File: config.mk
export PLATFORM = sky130hd
export DESIGN_NAME = operand_exec
export DESIGN_NICKNAME = d
export VERILOG_FILES = /design/src/rtl/operand_exec.sv
export SDC_FILE = /design/constraint.sdc
export NUM_CORES = 1
export LEC_CHECK = 0
export ABC_AREA = 1
export ABC_CLOCK_PERIOD_IN_PS = 2100
export CORE_MARGIN = 2
export CORE_UTILIZATION = 53
export DETAILED_ROUTE_END_ITERATION = 8
export PLACE_DENSITY = 0.77
export SYNTH_ARGS = -nofsm -noshare
export SYNTH_HDL_FRONTEND = slang
export SYNTH_SLANG_ARGS = --single-unit
File: constraint.sdc
create_clock -name clk -period 2.1 [get_ports clk]
set_input_delay 0.63 -clock clk [delete_from_list [all_inputs] [get_ports clk]]
set_output_delay 0.63 -clock clk [all_outputs]
set_load 0.05 [all_outputs]
File: src/rtl/operand_exec.sv
// Operand execute unit: latches accumulator operands and runs one ALU op,
// or an iterative shift-add multiply / multiply-accumulate.
module operand_exec #(
  parameter int W     = 8,
  parameter int CTR_W = 12
) (
  input  logic             clk,
  input  logic             reset,
  input  logic             op_start,
  input  logic [2:0]       opcode,
  input  logic [W-1:0]     r0,
  input  logic [W-1:0]     r1,
  input  logic [W-1:0]     r2,
  input  logic [CTR_W-1:0] control_ctr,
  output logic             busy,
  output logic             done,
  output logic [W-1:0]     result,
  output logic             carry,
  output logic             zero,
  output logic [CTR_W-1:0] op_ctr
);

  localparam int CW = (W > 1) ? $clog2(W) : 1;

  typedef enum logic [2:0] {
    S_IDLE,
    S_EXEC,
    S_MULT,
    S_ACC,
    S_DONE
  } state_t;

  state_t r_state;
  state_t w_next;

  logic [2:0]       r_op;
  logic [W-1:0]     r_a;
  logic [W-1:0]     r_b;
  logic [W-1:0]     r_c;
  logic [CTR_W-1:0] r_ctr;
  logic [2*W-1:0]   r_mcand;
  logic [W-1:0]     r_mplier;
  logic [2*W-1:0]   r_prod;
  logic [CW-1:0]    r_iter;
  logic [W-1:0]     r_result;
  logic             r_carry;
  logic             r_zero;
  logic [CTR_W-1:0] r_op_ctr;

  logic [W:0]       w_add;
  logic [W:0]       w_sub;
  logic [W:0]       w_shl;
  logic [W:0]       w_shr;
  logic [W-1:0]     w_alu_res;
  logic             w_alu_c;
  logic [2*W-1:0]   w_prod_nx;
  logic [2*W:0]     w_mac;
  logic             w_last;
  logic             w_launch;

  assign w_launch = (r_state == S_IDLE) && op_start;
  assign w_last   = (r_iter == CW'(W - 1));

  assign w_add = {1'b0, r_a} + {1'b0, r_b};
  assign w_sub = {1'b0, r_a} - {1'b0, r_b};
  // Extra bit on each side catches the last bit shifted out.
  assign w_shl = {1'b0, r_a} << r_b[2:0];
  assign w_shr = {r_a, 1'b0} >> r_b[2:0];

  assign w_prod_nx = r_prod + (r_mplier[0] ? r_mcand : '0);
  assign w_mac     = {1'b0, r_prod} + {{(W+1){1'b0}}, r_c};

  always_comb begin
    w_alu_res = '0;
    w_alu_c   = 1'b0;
    unique case (r_op)
      3'b000: begin
        w_alu_res = w_add[W-1:0];
        w_alu_c   = w_add[W];
      end
      3'b001: begin
        w_alu_res = w_sub[W-1:0];
        w_alu_c   = w_sub[W];
      end
      3'b010: w_alu_res = r_a & r_b;
      3'b011: w_alu_res = r_a ^ r_b;
      3'b100: begin
        w_alu_res = w_shl[W-1:0];
        w_alu_c   = w_shl[W];
      end
      3'b101: begin
        w_alu_res = w_shr[W:1];
        w_alu_c   = w_shr[0];
      end
      default: begin
        w_alu_res = '0;
        w_alu_c   = 1'b0;
      end
    endcase
  end

  always_comb begin
    w_next = r_state;
    unique case (r_state)
      S_IDLE: begin
        if (op_start) begin
          w_next = (opcode[2:1] == 2'b11) ? S_MULT : S_EXEC;
        end
      end
      S_EXEC: w_next = S_DONE;
      S_MULT: begin
        if (w_last) begin
          w_next = r_op[0] ? S_ACC : S_DONE;
        end
      end
      S_ACC:  w_next = S_DONE;
      S_DONE: w_next = S_IDLE;
      default: w_next = S_IDLE;
    endcase
  end

  always_ff @(posedge clk) begin
    if (reset) begin
      r_state  <= S_IDLE;
      r_op     <= '0;
      r_a      <= '0;
      r_b      <= '0;
      r_c      <= '0;
      r_ctr    <= '0;
      r_mcand  <= '0;
      r_mplier <= '0;
      r_prod   <= '0;
      r_iter   <= '0;
      r_result <= '0;
      r_carry  <= 1'b0;
      r_zero   <= 1'b1;
      r_op_ctr <= '0;
    end else begin
      r_state <= w_next;
      if (w_launch) begin
        r_op     <= opcode;
        r_a      <= r0;
        r_b      <= r1;
        r_c      <= r2;
        r_ctr    <= control_ctr;
        r_mcand  <= {{W{1'b0}}, r0};
        r_mplier <= r1;
        r_prod   <= '0;
        r_iter   <= '0;
      end
      if (r_state == S_EXEC) begin
        r_result <= w_alu_res;
        r_carry  <= w_alu_c;
        r_zero   <= (w_alu_res == '0);
        r_op_ctr <= r_ctr;
      end
      if (r_state == S_MULT) begin
        r_prod   <= w_prod_nx;
        r_mcand  <= r_mcand << 1;
        r_mplier <= r_mplier >> 1;
        // Counter parks at W-1 rather than wrapping.
        if (!w_last) begin
          r_iter <= r_iter + 1'b1;
        end
        if (w_last && !r_op[0]) begin
          r_result <= w_prod_nx[W-1:0];
          r_carry  <= |w_prod_nx[2*W-1:W];
          r_zero   <= (w_prod_nx[W-1:0] == '0);
          r_op_ctr <= r_ctr;
        end
      end
      if (r_state == S_ACC) begin
        r_result <= w_mac[W-1:0];
        r_carry  <= |w_mac[2*W:W];
        r_zero   <= (w_mac[W-1:0] == '0);
        r_op_ctr <= r_ctr;
      end
    end
  end

  assign busy   = (r_state != S_IDLE);
  assign done   = (r_state == S_DONE);
  assign result = r_result;
  assign carry  = r_carry;
  assign zero   = r_zero;
  assign op_ctr = r_op_ctr;

endmodule

### Word-level counts from Yosys, hierarchy flattened

Index checks and enable logic that the tools add are counted.

* flip-flop bits (word level): 107
* input port bits: 42
* output and inout bits: 24
* logic and storage cells: 86

* $add $sub $neg: 5
* equality and inequality tests: 13
* shift-type cells: 2
* mux-type cells: 33
* bitwise gates (word level): 2
* reductions and logical operators: 15

Operators by type and width (count)
* $mux 16: 5
* $mux 12: 4
* $pmux 8 s6: 1
* $mux 8: 4
* $logic_not 8->1: 3
* $mux 3: 6
* $add 16x8->17: 1
* $add 16x16->16: 1
* $mux 7: 2
* $eq 3x2->1 const B: 4
* $eq 3x3->1 const B: 4
* $add 8x8->9: 1
* $pmux 3 s3: 1
* $reduce_or 9->1: 1
* $shl 8x3->9: 1
* $shr 9x3->9: 1
* $sub 8x8->9: 1
* $and 8x8->8: 1
* $mux 1: 8
* $reduce_or 8->1: 1
* $xor 8x8->8: 1
* $eq 3x1->1 const B: 2
* $logic_not 3->1: 2
* $ne 2x2->1 const B: 2
* 10 further kinds: 12

### Logic depth before layout (Yosys ltp)

Gate-level depths: netlist (run 1).

* depth in word-level cells: 7
* mapped depth: 19
* gate-level depth less buffers: 17

### Worst setup path after synthesis (run 1)

Ideal clock, no wire load.

* path type: register to register
* start point: register r_mplier[0]
* end point: register r_zero, in the netlist zero
* library setup time: 0.059 ns
* data arrival time: 2.275 ns
* required time: 2.041 ns
* slack: -0.233 ns
* stages on the path, launching flop included: 18
* path buffers: 2
* clock period less this slack: 2.333 ns
* path through: dfxtp_1 -> clkbuf_1 -> clkbuf_1 -> nand2_1 -> inv_1 -> ha_1 -> nand2_1 -> inv_1 -> a21oi_1 -> nand2_1 -> or2_2 -> nand2_1 -> nand2_1 -> nor3_1 -> nand3_1 -> nand2_1 -> nand2_1 -> nand2_1

* cells in the longest elaborated chain, start to end: 6

Ends and longest elaborated chain
* start: declaration: line 42 `logic [W-1:0] r_mplier;`
* start signal: assignment: line 147 `r_mplier <= r1;`
* start signal: assignment: line 160 `r_mplier <= r_mplier >> 1;`
* $mux 16: line 70 `assign w_prod_nx = r_prod + (r_mplier[0] ? r_mcand : '0);`
* $add 16x16->16: line 70
* $logic_not 8->1: line 168 `r_zero <= (w_prod_nx[W-1:0] == '0);`
* $mux 1: line 165 `if (w_last && !r_op[0]) begin`
* $mux 1: line 157 `if (r_state == S_MULT) begin`
* $mux 1: line 172 `if (r_state == S_ACC) begin`
* end signal: assignment: line 154 `r_zero <= (w_alu_res == '0);`
* end signal: assignment: line 168
* end signal: assignment: line 175 `r_zero <= (w_mac[W-1:0] == '0);`
* end: declaration: line 47 `logic r_zero;`

No other way between the ends.
A chain may end at the register's enable or synchronous reset.

### Worst setup path in the final report (run 1)

* start point: register r_mplier[0]
* end point: register r_carry, in the netlist carry

* cells in the longest elaborated chain, start to end: 6

Ends and longest elaborated chain
* $mux 16: line 70
* $add 16x16->16: line 70
* $reduce_or 8->1: line 167 `r_carry <= |w_prod_nx[2*W-1:W];`
* $mux 1: line 165
* $mux 1: line 157
* $mux 1: line 172
* end signal: assignment: line 153 `r_carry <= w_alu_c;`
* end signal: assignment: line 167
* end signal: assignment: line 174 `r_carry <= |w_mac[2*W:W];`
* end: declaration: line 46 `logic r_carry;`

No other way between the ends.

==> results of run 1 <==
-- worst max-delay path, delay by kind of cell, from the launching register on --
kind | cells | cell delay (ns)
flip-flops | 1 | 0.39
adder cells (fa/ha/maj) | 1 | 0.30
AO/OA/AOI/OAI | 1 | 0.05
buffers and inverters | 2 | 0.19
AND/OR/NAND/NOR | 12 | 1.18
-- flip-flops by register name, summed over array words and instances (netlist names), 8 cells and up --
name      count
r_b           8
r_a           8
r_prod       16
r_ctr        12
op_ctr       12
r_c           8
r_mplier      8
r_mcand      16
result        8
-- report_power, final --
group / total (uW) / internal [uW] / switching, uW
logic: 2100 / 779 / 1330
clock network: 1820 / 869 / 955
registers: 2350 / 2210 / 147
total: 6280 / 3850 / 2430
-- timing repair --
action | 4_1_cts | 5_1_grt
pin swaps | 8 | 43
setup buffers | 4 | 8
gates resized for setup | 47 | 106
gates cloned | 0 | 1
endpoints found under the setup margin | 5 | 12
-- cells by family after synthesis --
kind of cell	count (synthesis)	synth area share, %
adder cells (fa/ha/maj)	47	8.23
buffers and inverters	192	9.92
XOR/XNOR	12	1.40
flip-flops	107	28.5
AO/OA/AOI/OAI	159	11.4
AND/OR/NAND/NOR	732	40.5
-- stage by stage --
stage                     power [uW]  setup WS [ns]  area [um^2]  cells
after detailed placement        4380         -0.157         8830   1534
after global routing            6600         -0.259         9840   1563
final                           6280         -0.157         9840   1563
after CTS                       6190       -0.00135         9420   1554
after global placement          4360         -0.123         8830   1534
after floorplan                 3650        -0.0517         7540   1249
-- metal layers --
metal / vias up / wire [um] / global-route usage [%]
li1: 4249 / - / -
met1: 4036 / 10800 / 42.3
met2: 466 / 11200 / 50.7
met3: 98 / 2310 / 6.41
met4: 0 / 971 / 10.4
met5: - / 0 / 0
-- cell usage in the layout, fill, tap and decap left out, types with 5 or more instances in the layout --
| cell type | instances |
|---|---|
| a21oi_1 | 94 |
| a21oi_2 | 6 |
| a31oi_1 | 9 |
| buf_4 | 110 |
| buf_6 | 6 |
| clkbuf_16 | 9 |
| clkdlybuf4s50_1 | 40 |
| dfxtp_1 | 100 |
| dfxtp_2 | 6 |
| ha_1 | 24 |
| ha_4 | 16 |
| inv_1 | 126 |
| inv_2 | 21 |
| nand2_1 | 426 |
| nand2_2 | 25 |
| nand2_4 | 8 |
| nand3_1 | 116 |
| nand3_2 | 15 |
| nand4_1 | 17 |
| nor2_1 | 81 |
| nor2_2 | 8 |
| nor2_4 | 5 |
| o211ai_1 | 8 |
| o21ai_0 | 28 |
| or2_2 | 8 |
| xor2_1 | 6 |
-- final cells by class --
| cell class | count | area share (%) |
|---|---|---|
| flip-flops and latches | 107 | 21.9 |
| multi-input cells | 950 | 52.8 |
| well taps | 180 | 2.29 |
| clock buffers | 9 | 2.29 |
| inverters | 149 | 5.75 |
| clock inverters | 7 | 0.954 |
| repair buffers | 161 | 14.0 |
-- worst paths after layout --
path                                 start               endpoint  slack (ns)  cells after the start
hold / removal       r_ctr[1]$_SDFFE_PP0P_  r_ctr[1]$_SDFFE_PP0P_        0.46                      2
hold reg to reg      r_ctr[1]$_SDFFE_PP0P_  r_ctr[1]$_SDFFE_PP0P_        0.46                      2
setup / recovery  r_mplier[0]$_SDFFE_PP0P_       carry$_SDFF_PP0_       -0.16                     16
setup reg to reg  r_mplier[0]$_SDFFE_PP0P_       carry$_SDFF_PP0_       -0.16                     16
==> flow_metrics.tcl, run 1 <==
set metrics [dict create \
    status "finished, violations left" \
    violations "setup timing" \
    final_layout_size_suffix_gt1_share_pct 20.2 \
    clk_path_buf_depth 2 \
    fp.dieW_um 123 \
    setup_viol 2 \
    crit_top_cell "nand2_1" \
    hpwl_mm 17.1 \
    ys_async_sr_fraction_pct 0 \
    seq_area_frac_synth_pct 28.5 \
    maxSlewViolCount 0 \
    chipHeight_um 123 \
    worst_setup_path_end_kind "flip-flop" \
    clock_sinks 107 \
    slowest_delay_ns 0.39 \
    holdWs_ns 0.463 \
    root_buffer "clkbuf_16" \
    htreeDepth 3 \
    arrival_ns 2.49 \
    cp-start-kind "flip-flop" \
    yosys_warnings 0 \
    tightest_slew_ns 0.672 \
    drc_errors 0 \
    p_leak_uw 0.00490 \
    ir_drop_mv 0.572 \
    fin_tns_setup_ns -0.221 \
    rsz0062_at_grt "true" \
    start_util_pct 54.1 \
    cts_buffers 9 \
    num-nets-final 1467 \
    yosys.area.top_type "dfxtp_1" \
    synth_edf_count 0 \
    routed_via_density 5.66 \
    postLayoutSetupSlackWorst_ns -0.157 \
    fmax_mhz 443 \
    hold_path.class "flip-flop to flip-flop" \
    dr.pass1.iters 6 \
    critPathSlowestCell "dfxtp_4" \
    cts_tree "built" \
    antenna_cells 0 \
    finalCriticalPeriod_ns 2.26 \
    pwr_density_cell_nw_per_um2 638 \
    multi_input_area_um2 5200 \
    fin_crit_sh_pct 107 \
    drt-initial-drc-count 1189 \
    gp_congestion 1.01 \
    syn_area_um2 7510 \
    holdBufCountCts 0 \
    row_count 43 \
    wl_per_cell_um 16.2 \
    synth_top_cell_area_share_pct 28.5 \
    antenna_found_initial 0 \
    ys_top_cells_by_area "dfxtp_1, nand2_1, nand3_1" \
    grt_max_degree 60 \
    syn_area_per_cell_um2 6.02 \
    track_usage_pct 31.5 \
    synth_nets 1338 \
    dieArea_um2 15100 \
    regArea_um2 2150 \
    area.growth.synth_to_final_pct 30.9 \
    cts.clk_slew.worst_paths_ns 0.09 \
    final_hold_viol_count 0 \
    pin_count 66 \
    grt_pass1_vias 7929 \
    final_util_pct 70.9 \
    ant_nets 0 \
    skew_ns 0.0152 \
    gr-total-overflow 0 \
    syn_inst 1249 \
    portBuffers 65 \
    wirelength_mm 25.3 \
    cp.required_ns 2.33 \
    ys_types 34 \
    clk_latency_ns 0.37 \
    core_area_um2 13900 \
    critPathKind "flip-flop to flip-flop" \
    relSlewSlack_pct 55.2 \
    grt_pass1_wl_mm 37.9 \
    yosys.cell_count.top_type "nand2_1" \
    ys_top_cells_by_count "nand2_1, inv_1, nand3_1, dfxtp_1, a21oi_1" \
    vias 8849 \
    synth_ff_type "dfxtp_1" \
    n_fill_cell 1169 \
    worstPathMaxFanout 7 \
    maxCapViolCount 0 \
    path_cells "buf_6, nand2_2, inv_2, ha_4, nand2_1, nor2_2, and2_1, nand2_2, nand2_1, nand2_1, nand2_1, nand2_1, nor2_1, nand2_1, nand2_1, a21oi_2" \
    synth-seq-cells 107 \
]
(Power assumes the default switching activity.)
==> run 2: changes to the inputs <==
- CELL_PAD_IN_SITES_DETAIL_PLACEMENT: not set -> 1
- CELL_PAD_IN_SITES_GLOBAL_PLACEMENT: not set -> 1
- CORE_UTILIZATION: 53 -> 37
- PLACE_DENSITY: 0.77 -> not set
- PLACE_DENSITY_LB_ADDON: not set -> 0.1
==> run 2 against run 1 <==
  * The flow still finishes with violations (setup timing)
  * Combinational power grew 9%
  * Clock skew shrank 0.00056 ns
  * Via count shrank 1.6%
  * Clock power is essentially flat
  * Critical path depth unchanged
  * Non-clock buffer count up 32
  * Clock-buffer cell count did not move
  * Power rose by 3.1%
  * Sequential power hardly changed
  * Hold slack improved by 0.0017 ns
  * Register-to-register slack improved by 0.04 ns
  * Critical path type unchanged
  * Largest cell class unchanged
==> flow_metrics.tcl, run 2 (synthesized netlist as in run 1, its figures left out) <==
set metrics [dict create \
    row_count 52 \
    cts_buffers 9 \
    vias 8703 \
    hold_path.class "flip-flop to flip-flop" \
    grt_pass1_vias 8655 \
    worst_setup_path_end_kind "flip-flop" \
    skew_ns 0.0146 \
    relSlewSlack_pct 71.7 \
    maxCapViolCount 0 \
    pwr_density_cell_nw_per_um2 633 \
    cts_tree "built" \
    p_leak_uw 0.00503 \
    arrival_ns 2.48 \
    clk_path_buf_depth 2 \
    final_layout_size_suffix_gt1_share_pct 22.7 \
    fin_crit_sh_pct 106 \
    clk_latency_ns 0.38 \
    wirelength_mm 28.7 \
    chipHeight_um 147 \
    rsz0062_at_grt "true" \
    multi_input_area_um2 5230 \
    pin_count 66 \
    gr-total-overflow 0 \
    final_cell_mix "nand2_1, buf_4, inv_1, nand3_1, dfxtp_1" \
    postLayoutSetupSlackWorst_ns -0.118 \
    routed_via_density 5.16 \
    setup_viol 2 \
    htreeDepth 3 \
    area.growth.synth_to_final_pct 36.2 \
    drt-initial-drc-count 411 \
    ir_drop_mv 0.430 \
    place_ws_ns -0.261 \
    finalCriticalPeriod_ns 2.22 \
    final_common_cell "nand2_1" \
    status "finished, violations left" \
    crit_top_cell "nand2_1" \
    cp.required_ns 2.36 \
    dieArea_um2 21500 \
    tightest_slew_ns 0.423 \
    cts.clk_slew.worst_paths_ns 0.09 \
    fmax_mhz 451 \
    ant_nets 0 \
    clock_sinks 107 \
    critPathSlowestCell "dfxtp_4" \
    final_hold_viol_count 0 \
    top_regs "r_mcand: 16 flops, r_prod: 16 flops" \
    maxSlewViolCount 0 \
    regArea_um2 2160 \
    fp.dieW_um 147 \
    violations "setup timing" \
    gp_congestion 0.882 \
    drc_errors 0 \
    holdBufCountCts 0 \
    slowest_delay_ns 0.39 \
    grt_pass1_wl_mm 44.3 \
    path_cells "buf_6, nand2_4, inv_2, ha_4, clkinvlp_4, nor3_4, and2_4, nand2_4, nand2_1, nand2_1, nand2_1, nand2_2, nor2_2, nand2_1, nand2_1, a21oi_2" \
    worstPathMaxFanout 7 \
    grt_max_degree 35 \
    root_buffer "clkbuf_16" \
    num-nets-final 1499 \
    hpwl_mm 21.5 \
    track_usage_pct 25.6 \
    antenna_cells 0 \
    worst-path-buf-inv 3 \
    antenna_found_initial 0 \
    dr.pass1.iters 4 \
    cp-start-kind "flip-flop" \
    wl_per_cell_um 17.0 \
    portBuffers 65 \
    cp_top_family "simple AND/OR/NAND/NOR gates" \
    critPathKind "flip-flop to flip-flop" \
    n_fill_cell 2672 \
    final_util_pct 50.9 \
    core_area_um2 20100 \
    start_util_pct 37.4 \
]
==> run 2: changes by cell type in the layout (fill, tap and decap cells not counted), moves of 3 or more <==
cell	previous run	this run
a21oi_1	94	91
a21oi_2	6	10
buf_4	110	143
dfxtp_1	100	95
dfxtp_2	6	10
nor2_2	8	12
==> run 2: area by class of cell <==
type                            count  share of cell area (%)
Timing Repair Buffer              193                    15.9
Tap cell                          270                    3.30
Clock inverter                      7                   0.917
Inverter                          149                    5.53
Sequential cell                   107                    21.1
Multi-Input combinational cell    950                    51.1
Clock buffer                        9                    2.20
==> run 2: layer usage <==
layer  global-route usage [%]  routed length, um
met2                     41.9              13100
met5                        0                  0
met4                     5.34                358
met1                     35.9              14000
met3                     3.91               1180
==> run 2: what timing repair did <==
| item | 4_1_cts | 5_1_grt |
|---|---|---|
| cloned | 1 | 0 |
| hold endpoints to repair | 0 | 0 |
| setup endpoints to repair | 10 | 11 |
| pin swaps | 18 | 34 |
| buffers inserted | 6 | 5 |
| gates resized for setup | 68 | 94 |
==> run 2: through the flow <==
stage	area (um^2)	cells	TNS (ns)	power (uW)	hold slack [ns]
global placement	9210	1657	-0.341	4510	0.447
CTS	9860	1680	-0.00500	6420	0.466
global route	10200	1685	-0.656	6830	0.488
finish	10200	1685	-0.141	6480	0.465
detailed placement	9210	1657	-0.621	4560	0.452
floorplan	7540	1249	-0.0517	3650	0.429
==> run 2: worst paths after layout <==
check | start | end | slack (ns) | cells after the start
worst max-delay path | r_mplier[0]$_SDFFE_PP0P_ | carry$_SDFF_PP0_ | -0.12 | 16
worst min-delay path | r_ctr[6]$_SDFFE_PP0P_ | r_ctr[6]$_SDFFE_PP0P_ | 0.47 | 2
worst max register to register | r_mplier[0]$_SDFFE_PP0P_ | carry$_SDFF_PP0_ | -0.12 | 16
worst min register to register | r_ctr[6]$_SDFFE_PP0P_ | r_ctr[6]$_SDFFE_PP0P_ | 0.47 | 2
==> run 2: power by group <==
part           internal [uW]  total, uW  switching, uW
sequential              2210       2360            149
combinational            875       2290           1420
clock                    875       1830            957
total                   3960       6480           2520
==> run 2: worst register-to-register path, cell delays in order (launching register included) <==
cell	delay, ns
dfxtp_4	0.39
buf_6	0.15
nand2_4	0.05
inv_2	0.04
ha_4	0.30
clkinvlp_4	0.15
nor3_4	0.22
and2_4	0.19
nand2_4	0.06
nand2_1	0.06
nand2_1	0.08
nand2_1	0.08
nand2_2	0.06
nor2_2	0.09
nand2_1	0.08
nand2_1	0.08
a21oi_2	0.06
